[config.mk]
export PLATFORM = sky130hd
export DESIGN_NAME = expr_string_tx_flat
export DESIGN_NICKNAME = d
export VERILOG_FILES = /design/src/rtl/expr_string_tx_if.sv /design/src/rtl/expr_string_tx.sv /design/src/flat_wrapper.sv
export SDC_FILE = /design/constraint.sdc
export NUM_CORES = 1
export LEC_CHECK = 0
export ABC_AREA = 1
export BUFFER_PORTS_ARGS = -buffer_cell sky130_fd_sc_hd__buf_2
export CAP_MARGIN = 30
export CORE_MARGIN = 4
export CORE_UTILIZATION = 48
export DETAILED_ROUTE_END_ITERATION = 6
export MAX_ROUTING_LAYER = met4
export PLACE_DENSITY = 0.86
export SLEW_MARGIN = 20
export SYNTH_ARGS = -nofsm -noshare
export SYNTH_HDL_FRONTEND = slang
export SYNTH_SLANG_ARGS = --single-unit
[constraint.sdc]
create_clock -name clk -period 1.3 [get_ports clk]
set_input_delay 0.26 -clock clk [delete_from_list [all_inputs] [get_ports clk]]
set_output_delay 0.26 -clock clk [all_outputs]
set_load 0.005 [all_outputs]
[src/rtl/expr_string_tx_if.sv]
// Token-in / ASCII-byte-out handshake bundle for the expression-string transmitter.
// master drives tokens and accepts bytes; slave is the transmitter itself.
interface expr_string_tx_if;
    logic       tok_valid;
    logic       tok_ready;
    logic [3:0] tok_digit;
    logic       tok_op;
    logic       tok_last;
    logic [7:0] ch;
    logic       ch_valid;
    logic       ch_ready;
    logic       done;
    logic       err;

    modport master (
        output tok_valid, tok_digit, tok_op, tok_last, ch_ready,
        input  tok_ready, ch, ch_valid, done, err
    );

    modport slave (
        input  tok_valid, tok_digit, tok_op, tok_last, ch_ready,
        output tok_ready, ch, ch_valid, done, err
    );
endinterface

[src/rtl/expr_string_tx.sv]
// Serialises operand tokens into an ASCII expression stream "d{op d}", one byte per handshake.
// Latency: token accept to first byte valid is 1 cycle; build with EXPR_TERM_EN to append TERM_CHAR.
// Backpressure: byte held stable until ch_ready; tokens accepted only while idle between operands.
module expr_string_tx #(
    parameter int unsigned MAX_OPS = 16
`ifdef EXPR_TERM_EN
    , parameter logic [7:0] TERM_CHAR = 8'h3D
`endif
) (
    input  logic                  clk,
    input  logic                  clr_n,
    expr_string_tx_if.slave       bus
);

    localparam logic [7:0] MAX_OPS_B = 8'(MAX_OPS);
    localparam logic [7:0] CH_BAD    = 8'h3F;
    localparam logic [7:0] CH_PLUS   = 8'h2B;
    localparam logic [7:0] CH_MUL    = 8'h2A;

`ifdef EXPR_TERM_EN
    typedef enum logic [1:0] {IDLE, DIG, OP, TERM} state_t;
`else
    typedef enum logic [1:0] {IDLE, DIG, OP} state_t;
`endif

    state_t     state_q, state_d;
    logic [7:0] ch_q, ch_d;
    logic       vld_q, vld_d;
    logic       done_q, done_d;
    logic       err_q, err_d;
    logic [7:0] op_cnt_q, op_cnt_d;
    logic       op_q, op_d;
    logic       last_q, last_d;

    logic       illegal;
    logic       forced;

    assign illegal = (bus.tok_digit > 4'd9);
    // The operand that would reach MAX_OPS closes the expression whatever tok_last says.
    assign forced  = ((op_cnt_q + 8'd1) == MAX_OPS_B);

    always_ff @(posedge clk or negedge clr_n) begin
        if (!clr_n) begin
            state_q  <= IDLE;
            ch_q     <= 8'h00;
            vld_q    <= 1'b0;
            done_q   <= 1'b0;
            err_q    <= 1'b0;
            op_cnt_q <= 8'd0;
            op_q     <= 1'b0;
            last_q   <= 1'b0;
        end else begin
            state_q  <= state_d;
            ch_q     <= ch_d;
            vld_q    <= vld_d;
            done_q   <= done_d;
            err_q    <= err_d;
            op_cnt_q <= op_cnt_d;
            op_q     <= op_d;
            last_q   <= last_d;
        end
    end

    always_comb begin
        state_d  = state_q;
        ch_d     = ch_q;
        vld_d    = vld_q;
        done_d   = 1'b0;
        err_d    = err_q;
        op_cnt_d = op_cnt_q;
        op_d     = op_q;
        last_d   = last_q;

        case (state_q)
            IDLE: begin
                if (bus.tok_valid) begin
                    state_d = DIG;
                    vld_d   = 1'b1;
                    ch_d    = illegal ? CH_BAD : {4'h3, bus.tok_digit};
                    op_d    = bus.tok_op;
                    last_d  = bus.tok_last | forced;
                    if (op_cnt_q == 8'd0) begin
                        err_d = 1'b0;
                    end
                    if (illegal || (forced && !bus.tok_last)) begin
                        err_d = 1'b1;
                    end
                end
            end
            DIG: begin
                if (bus.ch_ready) begin
                    op_cnt_d = op_cnt_q + 8'd1;
                    if (last_q) begin
`ifdef EXPR_TERM_EN
                        state_d = TERM;
                        ch_d    = TERM_CHAR;
`else
                        state_d  = IDLE;
                        vld_d    = 1'b0;
                        done_d   = 1'b1;
                        op_cnt_d = 8'd0;
`endif
                    end else begin
                        state_d = OP;
                        ch_d    = op_q ? CH_MUL : CH_PLUS;
                    end
                end
            end
            OP: begin
                if (bus.ch_ready) begin
                    state_d = IDLE;
                    vld_d   = 1'b0;
                end
            end
`ifdef EXPR_TERM_EN
            TERM: begin
                if (bus.ch_ready) begin
                    state_d  = IDLE;
                    vld_d    = 1'b0;
                    done_d   = 1'b1;
                    op_cnt_d = 8'd0;
                end
            end
`endif
            default: begin
                state_d = IDLE;
                vld_d   = 1'b0;
            end
        endcase
    end

    assign bus.tok_ready = (state_q == IDLE);
    assign bus.ch        = ch_q;
    assign bus.ch_valid  = vld_q;
    assign bus.done      = done_q;
    assign bus.err       = err_q;

endmodule
[src/flat_wrapper.sv]
// flat-port wrapper written by rule: the top's interface ports become plain ports
module expr_string_tx_flat 
#(
    parameter int unsigned MAX_OPS = 16

)
  (clk, clr_n, bus_tok_valid, bus_tok_digit, bus_tok_op, bus_tok_last, bus_ch_ready, bus_tok_ready, bus_ch, bus_ch_valid, bus_done, bus_err);
  expr_string_tx_if bus_i ();
  input  logic clk;
  input  logic clr_n;
  input wire logic [$bits(bus_i.tok_valid)-1:0] bus_tok_valid;
  input wire logic [$bits(bus_i.tok_digit)-1:0] bus_tok_digit;
  input wire logic [$bits(bus_i.tok_op)-1:0] bus_tok_op;
  input wire logic [$bits(bus_i.tok_last)-1:0] bus_tok_last;
  input wire logic [$bits(bus_i.ch_ready)-1:0] bus_ch_ready;
  output wire logic [$bits(bus_i.tok_ready)-1:0] bus_tok_ready;
  output wire logic [$bits(bus_i.ch)-1:0] bus_ch;
  output wire logic [$bits(bus_i.ch_valid)-1:0] bus_ch_valid;
  output wire logic [$bits(bus_i.done)-1:0] bus_done;
  output wire logic [$bits(bus_i.err)-1:0] bus_err;
  assign bus_i.tok_valid = bus_tok_valid;
  assign bus_i.tok_digit = bus_tok_digit;
  assign bus_i.tok_op = bus_tok_op;
  assign bus_i.tok_last = bus_tok_last;
  assign bus_i.ch_ready = bus_ch_ready;
  assign bus_tok_ready = bus_i.tok_ready;
  assign bus_ch = bus_i.ch;
  assign bus_ch_valid = bus_i.ch_valid;
  assign bus_done = bus_i.done;
  assign bus_err = bus_i.err;
  expr_string_tx #(.MAX_OPS(MAX_OPS)) u_core (.clk(clk), .clr_n(clr_n), .bus(bus_i));
endmodule
Word level (Yosys, flattened, before mapping) --
Cells that the tools add are included.
Word-level totals: register bits 23, bits of input ports 10, output and inout bits 12, word-level logic and storage cells 54
Cells by class: $add $sub $neg 1, $lt $le $gt $ge 1, eq/ne operators 8, mux-type cells 22, bitwise operators 1, reductions and logical operators 13
Operators by type and width (count):
- 8-bit 2-to-1 mux | 4
- 8-bit one-hot mux with 2 select lines | 1
- 1-bit 2-to-1 mux | 10
- 8-bit by 1-bit adder with 8-bit output, second input constant | 1
- 8-bit by 5-bit == test with 1-bit output, second input constant | 1
- 8-bit zero test | 1
- 2-bit 2-to-1 mux | 4
- 2-bit inequality test, second input constant | 4
- 4-bit AND reduction | 2
- 2-bit one-hot mux with 3 select lines | 1
- 3-bit AND reduction | 2
- 4-bit greater-than comparator, second input constant | 1
- 4-bit 2-to-1 mux | 1
- 2-bit AND reduction | 2
- 2-bit nonzero test | 2
- 1-bit one-hot mux with 3 select lines | 1
- 2-bit by 1-bit == test with 1-bit output, second input constant | 1
- 2-bit == test, second input constant | 1
- 2-bit zero test | 1
- 2-bit by 1-bit inequality test with 1-bit output, second input constant | 1
- 1-bit logical AND | 1
- 1-bit zero test | 1
- 1-bit logical OR | 1
- 1-bit OR | 1

Longest topological paths before layout --
depth after elaboration 6, mapped depth 8, mapped depth without buffers 8

Worst setup path before layout --
OpenSTA, ideal clock, no wires.
path kind reg-to-reg, start reg u_core.op_cnt_q[1], end reg u_core.last_q, setup time 0.073 ns, arrival time 1.192 ns, required time 1.227 ns, slack 0.035 ns, cell stages (with the launch flop) 8, buffers on the path 0, clock period less this slack 1.265 ns, cells stage by stage dfrtp_1 -> ha_1 -> nand3_1 -> o21ai_1 -> nand2_1 -> nor2_2 -> nand3_2 -> a21oi_2
On the way: word-level cells in the longest chain between the ends 3
Ends and longest elaborated chain:
- start: declaration | line expr_string_tx.sv:31 | logic [7:0] op_cnt_q, op_cnt_d;
- start signal: assignment | line expr_string_tx.sv:58 | op_cnt_q <= op_cnt_d;
- 8-bit by 1-bit adder with 8-bit output | line expr_string_tx.sv:40 | assign forced = ((op_cnt_q + 8'd1) == MAX_OPS_B);
- 8-bit by 5-bit == test with 1-bit output | line expr_string_tx.sv:40
- 1-bit OR | line expr_string_tx.sv:81 | last_d = bus.tok_last | forced;
- end signal: assignment | line expr_string_tx.sv:60 | last_q <= last_d;
- end: declaration | line expr_string_tx.sv:33 | logic last_q, last_d;
No other way between the ends. A chain may end at the register's enable or synchronous reset.

Worst setup path after layout --
start reg u_core.op_cnt_q[1], end reg u_core.err_q, in the netlist u_core.bus.err
On the way: word-level cells in the longest chain between the ends 6, elaborated cells between the ends (all ways) 8, classes of those cells 1 x add/sub; 1 x eq/ne; 1 x mux; 5 x reduce/logical
Ends and longest elaborated chain:
- 8-bit by 1-bit adder with 8-bit output | line expr_string_tx.sv:40
- 8-bit by 5-bit == test with 1-bit output | line expr_string_tx.sv:40
- 1-bit logical AND | line expr_string_tx.sv:85 | if (illegal || (forced && !bus.tok_last)) begin
- 1-bit logical OR | line expr_string_tx.sv:85
- 2-bit nonzero test (no source line)
- 3-bit AND reduction (no source line)
- end signal: assignment | line expr_string_tx.sv:57 | err_q <= err_d;
- end: declaration | line expr_string_tx.sv:30 | logic err_q, err_d;
Several ways; a longest one is shown, not always the timed one.

==> impl_results.md <==
* Synth Cell Area at 0.00111 sq mm
* Yosys reg bits at 21
* Critical path's slowest cell: dfrtp_2
* Netlist cell types at 28
* Core Area at 0.00221 sq mm
* Clock Root Buffer: clkbuf_4
* Area delta synth->final at 25.8%
* Final-layout fill cell count at 192
* H-Tree Depth at 1
* Fin nets at 177
* Hold Fails Final Rpt at 0
* Final period utilization at 104%
* Power, Total at 2.42 mW
* Number of global-route vias before repair at 948
* Layout cells sized above 1 at 37.4%
* Inserted Diodes at 0
* Status: finished, violations left
* Peak VDD IR at 0.00128 V
* Number of cells after detailed placement at 182
* Violated checks: setup timing
* TritonCTS clock tree: built
* First drt pass iteration count at 4
* Die W at 56.1 microns
* Slowest Stage Delay on Critical Path at 460 ps
* CTS Buffer Depth at 2
* RSZ-0062 raised after global routing: true
* Final number of max-transition violations at 0
* Commonest non-fill, non-tap cell in the layout: nand2_1
* Port bufs at 19
* Critical path class: register to register
* Largest net degree at the start of global routing at 22
* Gpl congestion at 0.987
* Multi-input gate area at 572 sq um
* Total grt overflow at 0
* Synth warn at 0
* Min-delay src: bus_tok_op
* Critical Path Sink Type: register
* Antenna violations before repair at 0
* Storage cell area at 528 sq um
* R2R setup slack at -50 ps
* Hold path cells at 3
* RR Endpoint: u_core.bus.err$_DFFE_PN0P_
* Worst EP arrival at 1590 ps
* DR iter-0 viols at 16
* Req. time, crit path at 1530 ps
* Most frequent cells in the layout: nand2_1, buf_2, dfrtp_1, inv_1
* WL/cell at 13.1 microns
* Final setup vio count at 2
* Leakage at 0.671 nW
* Mapped Cells at 134
* Clock transition at path regs at 110 ps
* Initial Util at 50.3%
* Fin area at 0.00140 sq mm
* Clock Latency Late Sink at 290 ps
* Vias per std cell at 5.05
* R2R depth at 8
* Post-layout util at 63.2%
* Post-DRT Antenna Nets at 0
* Placed Area at 0.00125 sq mm
* Number of remaining DRC errors at 0
* Worst r2r src: u_core.op_cnt_q[1]$_DFFE_PN0P_
* Tmin final at 1350 ps
* Total wire length at 2.50 mm
* CP top delay family: simple AND/OR/NAND/NOR gates
* Avg Synthesized Cell Area at 8.30 sq um
* CTS sink cnt at 21
* Seq/Total Area, Yosys at 47.2%
* GRT Resource Usage Total at 16.1%
* WHS Endpoint: u_core.op_q$_DFFE_PN0P_
* Crit path max fanout at 4
* Critical path, cell by cell: ha_4 > inv_1 > nand2_1 > nand2_1 > nand3_2 > nor2_2 > nand3_2 > o21ai_2
* PwrDens at 1730 mW/mm^2
* Final clock skew at 0.850 ps
* Non-Filler Instances at 191
* Die H at 56.1 microns
* CTS Buf Count at 3
* Max Cap Viol at 0
* First-pass GRT wire length at 4.03 mm
* Post-DP HPWL at 1.71 mm
* Fin worst setup slack at -52.0 ps
* Ports at 22
* Via Count at 964
* Fmax at 740 MHz
* CP startpoint kind: register
* Row count at 17
* Worst path buffer plus inverter count at 1
* Hold crit path type: input port to register
* Die Area at 0.00315 sq mm
## worst max path at each step
stage                                    from  slack, ps  cells after the start                    endpoint
2_1_floorplan  u_core.op_cnt_q[1]$_DFFE_PN0P_         40                      7   u_core.last_q$_DFFE_PN0P_
3_3_place_gp   u_core.op_cnt_q[0]$_DFFE_PN0P_          5                      8   u_core.last_q$_DFFE_PN0P_
3_5_place_dp   u_core.op_cnt_q[1]$_DFFE_PN0P_        -80                      7   u_core.last_q$_DFFE_PN0P_
4_1_cts        u_core.op_cnt_q[1]$_DFFE_PN0P_         -5                      9   u_core.last_q$_DFFE_PN0P_
5_1_grt        u_core.op_cnt_q[1]$_DFFE_PN0P_       -120                      8  u_core.bus.err$_DFFE_PN0P_
6_report       u_core.op_cnt_q[1]$_DFFE_PN0P_        -50                      8  u_core.bus.err$_DFFE_PN0P_
## cells in the mapped netlist
cell type / n / share of area [%]
or2_2: 2 / 1.1
a21oi_1: 2 / 0.90
ha_1: 3 / 3.4
o311ai_1: 1 / 0.79
o21ai_0: 9 / 4.0
xor2_2: 1 / 1.5
o21a_1: 1 / 0.68
nand2_2: 3 / 1.7
o22ai_1: 2 / 1.1
nor2_1: 9 / 3.0
conb_1: 1 / 0.34
o21ai_1: 1 / 0.45
o21ai_2: 1 / 0.79
a21boi_4: 1 / 1.7
inv_1: 18 / 6.1
nand4_1: 2 / 1.1
nand3_2: 1 / 0.90
a21oi_2: 1 / 0.79
buf_4: 2 / 1.3
nand3_1: 7 / 3.1
a211oi_1: 1 / 0.68
inv_2: 2 / 0.68
nor2_4: 1 / 1.0
dfrtp_1: 21 / 47
nor3_1: 2 / 0.90
nand2_1: 34 / 11
nor2_2: 4 / 2.2
o32a_1: 1 / 0.90
## registers in the layout, summed over array words and instances (netlist names)
name	flops
u_core.op_q	1
u_core.bus.done	1
u_core.op_cnt_q	8
u_core.bus.err	1
u_core.last_q	1
u_core.bus.ch	6
u_core.state_q	2
u_core.bus.ch_valid	1
## metrics by stage
step                      worst slack, ps  hold slack (ps)  setup TNS (ps)
after detailed placement            -80.4              242            -151
after global placement               5.04              230               0
final                               -52.0              169           -95.2
after floorplan                      35.3            -35.6               0
after global routing                 -120              161            -490
after CTS                           -5.06              154           -5.06
## per-layer routing
metal	global-route usage [%]	part of all wire, %
met3	3.71	4.4
met2	27.2	52
met5	-	0
met1	19.0	43
met4	4.75	0.64
## logic make-up after synthesis
logic type               after synthesis  share of synthesized area [%]
buffers and inverters                 22                           8.10
adder cells (fa/ha/maj)                3                           3.37
XOR/XNOR                               1                           1.46
AO/OA/AOI/OAI                         21                           12.8
flip-flops                            21                           47.2
AND/OR/NAND/NOR                       65                           26.7
other                                  1                          0.337
## what timing repair did
action / in CTS / in global routing
resized for setup: 10 / 13
hold buffers: 1 / 0
setup endpoints to repair: 2 / 15
gates cloned: 0 / 0
pin swaps: 4 / 2
buffers inserted: 2 / 2
endpoints found under the hold margin: 21 / 0
## tightest hold or removal path: cells and delay by family
| family | cells | cell delay, ps |
|---|---|---|
| simple gates | 2 | 100 |
| buf+inv | 1 | 80 |
## area by class of cell
| cell class | count | area share [%] |
|---|---|---|
| multi-input cells | 92 | 40.9 |
| flip-flops and latches | 21 | 37.7 |
| clock inverters | 1 | 0.358 |
| clock buffers | 3 | 1.61 |
| inverters | 20 | 5.64 |
| well taps | 28 | 2.50 |
| repair buffers | 26 | 11.3 |
## where the power goes
group	switching [mW]	internal [mW]	total, mW
clock	0.188	0.114	0.302
sequential	0.176	0.861	1.04
combinational	0.595	0.481	1.08
total	0.959	1.46	2.42
Power figures use the tool's default switching activity.
